**config.mk**
```make
export PLATFORM = sky130hd
export DESIGN_NAME = iob_bus_arb2
export DESIGN_NICKNAME = d
export VERILOG_FILES = /design/src/rtl/iob_bus_arb2_pkg.sv /design/src/rtl/iob_bus_arb2_rr.sv /design/src/rtl/iob_bus_arb2.sv
export SDC_FILE = /design/constraint.sdc
export NUM_CORES = 1
export LEC_CHECK = 0
export CORE_AREA = 2 2 122 124
export CTS_BUF_LIST = sky130_fd_sc_hd__clkbuf_4 sky130_fd_sc_hd__clkbuf_8 sky130_fd_sc_hd__clkbuf_16
export DETAILED_ROUTE_END_ITERATION = 8
export DIE_AREA = 0 0 124 126
export PLACE_DENSITY = 0.61
export SYNTH_ARGS = -nofsm -noshare
export SYNTH_HDL_FRONTEND = slang
export SYNTH_SLANG_ARGS = --single-unit
```
**constraint.sdc**
```tcl
create_clock -name clk_i -period 1.9 [get_ports clk_i]
set_input_delay 0.19 -clock clk_i [delete_from_list [all_inputs] [get_ports clk_i]]
set_output_delay 0.19 -clock clk_i [all_outputs]
set_load 0.05 [all_outputs]
```
**src/rtl/iob_bus_arb2_pkg.sv**
```systemverilog
// -----------------------------------------------------------------------------
// iob_bus_arb2_pkg
// Shared definitions for the two-master IOb bus arbiter:
//   - arb_state_t : FSM state encodings (IDLE / REQ / WAIT_R)
//   - iob_strb_w  : IOb write-strobe width for a given data width
// -----------------------------------------------------------------------------
package iob_bus_arb2_pkg;

  typedef enum logic [1:0] {
    ARB_IDLE   = 2'd0,
    ARB_REQ    = 2'd1,
    ARB_WAIT_R = 2'd2
  } arb_state_t;

  // One strobe bit per data byte.
  function automatic int iob_strb_w(input int data_w);
    return data_w / 8;
  endfunction

endpackage

```
**src/rtl/iob_bus_arb2_rr.sv**
```systemverilog
// -----------------------------------------------------------------------------
// iob_rr_arb2
// Combinational 2-way round-robin winner select.
// Ports:
//   i_req[1:0] : request vector (bit n = master n requesting)
//   i_last     : index of the master granted most recently
//   o_grant    : index of the winning master (0 when nobody requests)
// A lone requester always wins; on a tie the master that did not win last
// time is chosen, so a continuous dual request alternates strictly.
// -----------------------------------------------------------------------------
module iob_rr_arb2 (
  input  logic [1:0] i_req,
  input  logic       i_last,
  output logic       o_grant
);

  always_comb begin
    unique case (i_req)
      2'b01:   o_grant = 1'b0;
      2'b10:   o_grant = 1'b1;
      2'b11:   o_grant = ~i_last;
      default: o_grant = 1'b0;
    endcase
  end

endmodule

```
**src/rtl/iob_bus_arb2.sv**
```systemverilog
// -----------------------------------------------------------------------------
// iob_bus_arb2
// Two-master to one-slave arbiter for the IOb native bus. Merges the CPU
// instruction bus (master 0) and data bus (master 1) onto one shared slave
// port, one transaction at a time, with round-robin priority. Read data is
// routed only to the master that issued the read.
// Ports:
//   clk_i, cke_i, arst_i         : clock, clock enable (low = hold), async reset
//   m0_* / m1_*                  : IOb master ports (avalid/address/wdata/wstrb
//                                  in; rdata/rvalid/ready out)
//   s_*                          : IOb slave port (avalid/address/wdata/wstrb
//                                  out; rdata/rvalid/ready in)
// -----------------------------------------------------------------------------
module iob_bus_arb2
  import iob_bus_arb2_pkg::*;
#(
  parameter int ADDR_W = 32,
  parameter int DATA_W = 32
) (
  input  logic                  clk_i,
  input  logic                  cke_i,
  input  logic                  arst_i,

  input  logic                  m0_avalid_i,
  input  logic [ADDR_W-1:0]     m0_address_i,
  input  logic [DATA_W-1:0]     m0_wdata_i,
  input  logic [DATA_W/8-1:0]   m0_wstrb_i,
  output logic [DATA_W-1:0]     m0_rdata_o,
  output logic                  m0_rvalid_o,
  output logic                  m0_ready_o,

  input  logic                  m1_avalid_i,
  input  logic [ADDR_W-1:0]     m1_address_i,
  input  logic [DATA_W-1:0]     m1_wdata_i,
  input  logic [DATA_W/8-1:0]   m1_wstrb_i,
  output logic [DATA_W-1:0]     m1_rdata_o,
  output logic                  m1_rvalid_o,
  output logic                  m1_ready_o,

  output logic                  s_avalid_o,
  output logic [ADDR_W-1:0]     s_address_o,
  output logic [DATA_W-1:0]     s_wdata_o,
  output logic [DATA_W/8-1:0]   s_wstrb_o,
  input  logic [DATA_W-1:0]     s_rdata_i,
  input  logic                  s_rvalid_i,
  input  logic                  s_ready_i
);

  localparam int STRB_W = iob_strb_w(DATA_W);

  arb_state_t          r_state, w_state_nxt;
  logic                r_sel, w_sel_nxt;
  logic                r_last, w_last_nxt;
  logic                w_winner;
  logic                w_sel_avalid;
  logic [ADDR_W-1:0]   w_sel_address;
  logic [DATA_W-1:0]   w_sel_wdata;
  logic [STRB_W-1:0]   w_sel_wstrb;

  iob_rr_arb2 u_rr (
    .i_req   ({m1_avalid_i, m0_avalid_i}),
    .i_last  (r_last),
    .o_grant (w_winner)
  );

  // Request of the currently selected master.
  assign w_sel_avalid  = r_sel ? m1_avalid_i  : m0_avalid_i;
  assign w_sel_address = r_sel ? m1_address_i : m0_address_i;
  assign w_sel_wdata   = r_sel ? m1_wdata_i   : m0_wdata_i;
  assign w_sel_wstrb   = r_sel ? m1_wstrb_i   : m0_wstrb_i;

  // last resets to 1 so master 0 wins the first tie.
  // NOTE: state registers use non-blocking assignments so every flop samples
  // the pre-edge values; blocking here would create order-dependent races.
  always_ff @(posedge clk_i or posedge arst_i) begin
    if (arst_i) begin
      r_state <= ARB_IDLE;
      r_sel   <= 1'b0;
      r_last  <= 1'b1;
    end else if (cke_i) begin
      r_state <= w_state_nxt;
      r_sel   <= w_sel_nxt;
      r_last  <= w_last_nxt;
    end
  end

  // NOTE: every signal written below gets a default first, so no path leaves
  // one unassigned and no latch is inferred.
  always_comb begin
    w_state_nxt = r_state;
    w_sel_nxt   = r_sel;
    w_last_nxt  = r_last;
    s_avalid_o  = 1'b0;
    s_address_o = '0;
    s_wdata_o   = '0;
    s_wstrb_o   = '0;
    m0_ready_o  = 1'b0;
    m1_ready_o  = 1'b0;
    m0_rvalid_o = 1'b0;
    m1_rvalid_o = 1'b0;
    m0_rdata_o  = '0;
    m1_rdata_o  = '0;

    case (r_state)
      ARB_IDLE: begin
        if (m0_avalid_i || m1_avalid_i) begin
          w_sel_nxt   = w_winner;
          w_state_nxt = ARB_REQ;
        end
      end

      ARB_REQ: begin
        s_avalid_o  = w_sel_avalid;
        s_address_o = w_sel_address;
        s_wdata_o   = w_sel_wdata;
        s_wstrb_o   = w_sel_wstrb;
        if (r_sel) m1_ready_o = s_ready_i;
        else       m0_ready_o = s_ready_i;

        if (w_sel_avalid && s_ready_i) begin
          w_last_nxt  = r_sel;
          // Writes complete on acceptance; reads wait for the response.
          w_state_nxt = (|w_sel_wstrb) ? ARB_IDLE : ARB_WAIT_R;
        end else if (!w_sel_avalid) begin
          // Master withdrew before acceptance: no grant is consumed.
          w_state_nxt = ARB_IDLE;
        end
      end

      ARB_WAIT_R: begin
        // Zero-latency response pass-through to the owner of the read only.
        if (r_sel) begin
          m1_rdata_o  = s_rdata_i;
          m1_rvalid_o = s_rvalid_i;
        end else begin
          m0_rdata_o  = s_rdata_i;
          m0_rvalid_o = s_rvalid_i;
        end
        if (s_rvalid_i) w_state_nxt = ARB_IDLE;
      end

      default: w_state_nxt = ARB_IDLE;
    endcase
  end

endmodule

```
== Word-level counts from Yosys, hierarchy flattened ==
Cells that the tools add are included.

* Multiply operators: 0
* Eq/ne operators: 7
* $lt $le $gt $ge: 0
* $add $sub $neg: 0
* Bitwise gates (word level): 1
* Multiplexer cells: 27
* Div/mod/pow operators: 0
* Reductions and logical operators: 7
* Shift operators: 0

{| class="wikitable"
|+ Operators with widths
! cell !! number
|-
| $mux W32 || 8
|-
| $mux W1 || 10
|-
| $mux W2 || 5
|-
| $mux W4 || 2
|-
| $eq A2 B2 Y1 const B || 3
|-
| $pmux W2 S3 || 1
|-
| $reduce_and A3 Y1 || 2
|-
| $ne A2 B2 Y1 const B || 2
|-
| $reduce_and A4 Y1 || 1
|-
| $reduce_or A4 Y1 || 1
|-
| $ne A3 B3 Y1 const B || 1
|-
| $eq A2 B1 Y1 const B || 1
|-
| $logic_not A2 Y1 || 1
|-
| $pmux W1 S2 || 1
|-
| $logic_and A1 B1 Y1 || 1
|-
| $logic_or A1 B1 Y1 || 1
|-
| $not A1 Y1 || 1
|}

* Input port bits: 175
* Memory bits (writable): 0
* Memories: 0
* Latch bits: 0
* Logic and storage cells: 45
* ROM bits: 0
* Output and inout bits: 137
* Flip-flop bits (word level): 4

== Longest topological paths before layout ==
Gate-level depths: netlist (run 1).

* Depth in word-level cells: 5
* Mapped depth: 5
* Gate-level depth less buffers: 3

== Modules after synthesis ==
From an unflattened synthesis (run 1), not the netlist that was laid out.

* Cells, all modules: 258
* Area, all modules: 1769.2 um2

{| class="wikitable"
|+ Modules (own cells, without submodules)
! module !! sequential area each (um2) !! times used !! area each (um2) !! cells each
|-
| iob_bus_arb2 || 101.3 || 1 || 1757.9 || 257
|-
| iob_rr_arb2 || 0.0 || 1 || 11.3 || 1
|}

== Worst setup path after synthesis (run 1) ==
Ideal clock, no wire load.

* Path kind: register to output
* From: reg r_state[1]
* To: out s_address_o[22]
* Slack: 73 ps
* Data arrival time: 1637 ps
* Data required time: 1710 ps
* Path buffers: 3
* Cell stages (with the launch flop): 6
* Cell sequence: dfrtp_1 > nand2b_1 > buf_2 > buf_4 > buf_6 > nor2_1

* Word-level cells in the longest chain between the ends: 2

{| class="wikitable"
|+ Ends and longest elaborated chain
! item !! RTL line !! text
|-
| from (decl) || iob_bus_arb2.sv:51 || <nowiki>arb_state_t r_state, w_state_nxt;</nowiki>
|-
| from (signal assigned) || iob_bus_arb2.sv:81 || <nowiki>r_state <= w_state_nxt;</nowiki>
|-
| $eq A2 B1 Y1 || iob_bus_arb2.sv:104 || <nowiki>case (r_state)</nowiki>
|-
| $mux W32 || iob_bus_arb2.sv:104 ||
|-
| to (decl) || iob_bus_arb2.sv:41 || <nowiki>output logic [ADDR_W-1:0] s_address_o,</nowiki>
|}

No other way between the ends.

== Worst setup path in the final report (run 1) ==
* From: reg r_state[0]
* To: out m1_rdata_o[8]

* Word-level cells in the longest chain between the ends: 2

{| class="wikitable"
|+ Ends and longest elaborated chain
! item !! RTL line !! text
|-
| $eq A2 B2 Y1 || iob_bus_arb2.sv:104 ||
|-
| $mux W32 || iob_bus_arb2.sv:104 ||
|-
| to (decl) || iob_bus_arb2.sv:36 || <nowiki>output logic [DATA_W-1:0] m1_rdata_o,</nowiki>
|}

No other way between the ends.

==> impl_metrics.toml, run 1 <==
[final_layout]
multi_input_area_um2 = 1540
fillers = 1325
area_delta_synth_final_pct = 264
layout_commonest_cell = "clkdlybuf4s50_1"
drive_above_1_share = 0.273
final_cell_mix = "clkdlybuf4s50_1, buf_12, nor2_1"
nets = 733
seq_area_um2 = 105

[clocking]
cts-resized-gates = 0
holdBufCountCts = 0
cts_tree = "yes"
worstSkewPairLatency_ns = 0.23
path_clk_slew_ns = 0.03
clkSinkCount = 4
numCtsBuffers = 3
cts_root_buf = "clkbuf_16"
htree_levels = 1
postCtsSetupRepairBufs = 0
cts_buffer_depth = 2

[floorplanning]
initial_core_util = 0.125
die_area_um2 = 15600
rows = 44
die_h_um = 126
die_w_um = 124
coreArea_um2 = 14300
boundaryPins = 312

[synth]
synth_warnings = 0
ys_ff_latch = 4
syn-instance-count = 259
synth_edf_count = 0
synth_xor_area_frac = 0
syn_area_per_cell_um2 = 6.91
yosys.cell_types.count = 28
synthFlopType = "dfrtp_1"
synth_top_family_by_area = "simple AND/OR/NAND/NOR gates"
synth_fa_ha_area_frac = 0
synth_simple_gate_area_frac = 0.436
syn-cell-area_um2 = 1790
muxShareOfSynthArea = 0.386
synth_compound_gate_area_share = 0.0363
ys_seq_area_frac = 0.0566
synth_nets = 434
ys_async_sr_fraction = 1.00

[worst_setup_path]
end_kind = "output pin"
worstPathMaxFanout = 33
crit_path_top_delay_cell = "dfrtp_1"
critPathArrivalTime_ns = 1.60
crit_family = "simple AND/OR/NAND/NOR gates"
slowest_delay_ns = 0.46
cp_data_required_time_ns = 1.71
crit_type = "reg -> out"
cp_num_buf_inv = 2
path_cells = "and3b_1 -> buf_4 -> and2_1 -> buf_12"
critPathLaunchType = "flop"

[timing]
relSlewSlack = 0.755
tightest_slew_ns = 0.367
final.min_clock_period_ns = 1.79
fin_worst_skew_ns = 0.00307
slew_violations = 0
max_freq_ghz = 0.559
finalSetupViolations = 0
finalCritPeriodShare = 0.942
rsz0062_at_grt = "false"
layout_setup_ws_ns = 0.110
setup_tns_ns = 0
hold_viol = 0

[grt]
grt_max_degree = 51
grt_pass1_vias = 3150
grt_remaining_overflow = 0
grtUsageTotal = 0.132
grt_pass1_wl_mm = 16.4
antenna_found_initial = 1

[place]
gp_congestion = 0.824
port_buffers = 311
place.detailed.hpwl_mm = 9.76
preCtsSetupSlack_ns = 0.275

[outcome]
status = "finished clean"

[routing]
ant_nets = 0
num_vias = 2976
drt-initial-drc-count = 62
drc = 0
routed_wl_mm = 11.1
wire_per_inst_um = 15.0
via_per_inst = 4.01
dr.pass1.iters = 4

[power_and_ir_drop]
ir_worst_vdd_v = 0.000798
cellPowerDensity_nw_per_um2 = 1000
leakage_nw = 2.72
p_total_mw = 6.54

[worst_hold_path]
hold_class = "in -> async"

[job]
drv_cap = 0
-- synth_stat cells (2+ instances only) --
cell	number	area (um^2)
inv_1	2	7.51
mux2i_1	69	691
buf_6	2	22.5
nor2_1	72	270
buf_2	14	70.1
nor3b_1	2	15.0
and2_1	66	413
nor3_1	2	10.0
buf_4	7	52.6
dfrtp_1	3	75.1
nand2_1	3	11.3
-- per-stage QoR --
step	instance area [um^2]	util	cells	hold slack, ns
after CTS	6520	0.455	741	0.170
after floorplan	1790	-	259	-0.0446
final	6530	0.456	742	0.166
after global routing	6520	0.456	741	0.190
after global placement	6440	0.450	737	0.393
after detailed placement	6440	0.450	737	0.403
-- sequential cells by signal (all words and copies together) (netlist names) --
signal   count
r_state      2
r_last       1
r_sel        1
-- final cells by class --
cell class	instances	share of cell area
Timing Repair Buffer	317	0.699
Multi-Input combinational cell	230	0.236
Tap cell	184	0.0353
Sequential cell	4	0.0161
Clock buffer	4	0.0127
Inverter	2	0.00115
Antenna cell	1	0.000384
-- layer usage --
metal / wire length [um] / track usage / vias up
li1: - / - / 1459
met1: 3800 / 0.140 / 1326
met2: 5910 / 0.259 / 183
met3: 1340 / 0.0362 / 8
met4: 85 / 0.0231 / 0
met5: 0 / 0 / -
-- where the power goes --
part           total, mW  internal (mW)  switching (mW)
registers          0.172          0.123          0.0485
clock network      0.356          0.292          0.0645
logic               6.02           2.82            3.20
-- logic make-up after synthesis --
kind of cell,Yosys count
AOI/OAI and AO/OA,8
buffers and inverters,25
DFF,4
muxes,69
and+or+nand+nor,153
-- path summary, 6_finish.rpt --
check,from,endpoint,slack [ns],cells past startpoint
worst max-delay path,r_state[0]$_DFFE_PP0P_,m1_rdata_o[8],0.11,4
worst min-delay path,arst_i,r_state[1]$_DFFE_PP0P_,0.17,2
worst max register to register,r_sel$_DFFE_PP0P_,r_state[0]$_DFFE_PP0P_,0.47,4
worst min register to register,r_last$_DFFE_PP1P_,r_last$_DFFE_PP1P_,0.57,1
max in group asynchronous,arst_i,r_last$_DFFE_PP1P_,1.50,2
min in group clk_i,r_last$_DFFE_PP1P_,r_last$_DFFE_PP1P_,0.57,1
No activity file was read; power rests on OpenSTA's default activity.
==> run 2: changes to the inputs <==
CELL_PAD_IN_SITES_DETAIL_PLACEMENT = 1   (was default)
CELL_PAD_IN_SITES_GLOBAL_PLACEMENT = 2   (was default)
CORE_AREA = default   (was 2 2 122 124)
CORE_MARGIN = 2   (was default)
CORE_UTILIZATION = 10   (was default)
CTS_CLUSTER_DIAMETER = 60   (was default)
CTS_CLUSTER_SIZE = 8   (was default)
DIE_AREA = default   (was 0 0 124 126)
PLACE_DENSITY = 0.95   (was 0.61)
==> run 2 against run 1 <==
Against the previous run:
- setup slack worse by 0.068 ns
- wire length up 11%
- worst hold slack worse by 0.015 ns
- via count grew 1.1%
- sequential cell count unchanged
- sequential power is 3% higher
==> impl_metrics.toml, run 2 (synthesis gave the netlist of run 1 again) <==
[timing]
fin_worst_skew_ns = 0.00436
finalCritPeriodShare = 0.978
tightest_slew_ns = 0.321
setup_tns_ns = 0
relSlewSlack = 0.782
rsz0062_at_grt = "false"
slew_violations = 0
max_freq_ghz = 0.538
holdWs_ns = 0.151
final.min_clock_period_ns = 1.86
hold_viol = 0
finalSetupViolations = 0

[routing]
wire_per_inst_um = 15.8
dr_wl_met3_mm = 1.43
dr.pass1.iters = 4
routed_wl_mm = 12.4
via_per_inst = 3.85
wl_met1_mm = 3.83
dr.max_layer_used = "met4"
drt-initial-drc-count = 68
drc = 0
num_vias = 3010
met2_length_mm = 6.96
ant_nets = 0

[worst_setup_path]
critPathLaunchType = "flop"
crit_type = "reg -> out"
critPathArrivalTime_ns = 1.67
worstPathMaxFanout = 32
end_kind = "output pin"
cp_data_required_time_ns = 1.71
reg2reg_depth = 4

[place]
dpl.cell_count = 778
gp_congestion = 0.697
place.detailed.hpwl_mm = 10.8
port_buffers = 311
place_area_um2 = 6510

[floorplanning]
rows = 48
die_h_um = 138
die_w_um = 138
die_area_um2 = 19000
boundaryPins = 312
coreArea_um2 = 17400
initial_core_util = 0.103

[final_layout]
final_area_um2 = 6610
final_cell_mix = "clkdlybuf4s50_1, buf_12, nor2_1"
drive_above_1_share = 0.278
reg_top3 = "r_state (2), r_last (1), r_sel (1)"
layout_commonest_cell = "clkdlybuf4s50_1"
regMostFlops = "r_state"
fin_util = 0.380
nets = 733
largest_reg_flops = 2
fillers = 1926
final_cells = 782
antenna_cells = 0
area_delta_synth_final_pct = 269

[clocking]
worstSkewPairLatency_ns = 0.23
htree_levels = 1
path_clk_slew_ns = 0.03
cts_tree = "yes"
postCtsSetupRepairBufs = 0
cts_root_buf = "clkbuf_16"
cts_buffer_depth = 2
numCtsBuffers = 3
cts-resized-gates = 1
holdBufCountCts = 0
clkSinkCount = 4

[grt]
grt_pass1_vias = 3109
antenna_found_initial = 0
grt_max_degree = 43
grt_remaining_overflow = 0
grtUsageTotal = 0.118
grt_pass1_wl_mm = 17.1

[outcome]
status = "finished clean"

[power_and_ir_drop]
leakage_nw = 2.72
cellPowerDensity_nw_per_um2 = 1000
ir_worst_vdd_v = 0.000672
power_frac_seq = 0.027
switching_share = 0.510
clock_power_share = 0.055
power.net_switching_mw = 3.38
combPwrFrac = 0.919
intPower_mw = 3.25

[worst_hold_path]
hold_class = "in -> async"

[job]
drv_cap = 0
-- run 2: cell count changes in the layout (fill, tap and decap cells not counted) --
cell / before / now
mux2i_1: 69 / 66
buf_4: 3 / 1
mux2i_2: 0 / 3
buf_12: 139 / 141
diode_2: 1 / 0
-- run 2: per-layer routing --
layer | up-vias | GRT usage
met1 | 1358 | 0.115
li1 | 1454 | -
met3 | 8 | 0.0353
met4 | 0 | 0.0204
met2 | 190 | 0.242
met5 | - | 0
-- run 2: critical path, cell delays in order (launching register included) --
cell	delay [ns]
dfrtp_4	0.47
buf_12	0.25
mux2i_2	0.38
nor2_1	0.12
buf_12	0.17
-- run 2: power by group through the flow --
stage | Sequential [mW] | Combinational [mW] | Clock [mW]
6_report | 0.177 | 6.09 | 0.363
5_1_grt | 0.183 | 6.34 | 0.371
4_1_cts | 0.178 | 6.17 | 0.369
3_5_place_dp | 0.180 | 6.15 | 0
3_3_place_gp | 0.175 | 6.10 | 0
2_1_floorplan | 0.134 | 3.17 | 0
-- run 2: area by class of cell --
cell class              count  area, um^2  share of cell area
flip-flops and latches      4         105              0.0159
well taps                 225         282              0.0426
multi-input cells         230        1550               0.235
inverters                   2        7.51             0.00114
repair buffers            317        4580               0.693
clock buffers               4        82.6              0.0125
-- run 2: worst paths after layout --
path                                    start                endpoint  slack (ns)
setup / recovery            r_sel$_DFFE_PP0P_            s_wdata_o[5]        0.04
hold / removal                         arst_i       r_sel$_DFFE_PP0P_        0.15
setup reg to reg            r_sel$_DFFE_PP0P_  r_state[0]$_DFFE_PP0P_        0.43
hold reg to reg            r_last$_DFFE_PP1P_      r_last$_DFFE_PP1P_        0.57
max in group asynchronous              arst_i      r_last$_DFFE_PP1P_        1.51
min in group clk_i         r_last$_DFFE_PP1P_      r_last$_DFFE_PP1P_        0.57
-- run 2: through the flow --
| step | total power [mW] | worst slack, ns |
|---|---|---|
| 6_report | 6.63 | 0.0412 |
| 5_1_grt | 6.89 | 0.00953 |
| 4_1_cts | 6.71 | 0.0225 |
| 3_5_place_dp | 6.33 | 0.186 |
| 3_3_place_gp | 6.27 | 0.214 |
| 2_1_floorplan | 3.31 | 0.0728 |
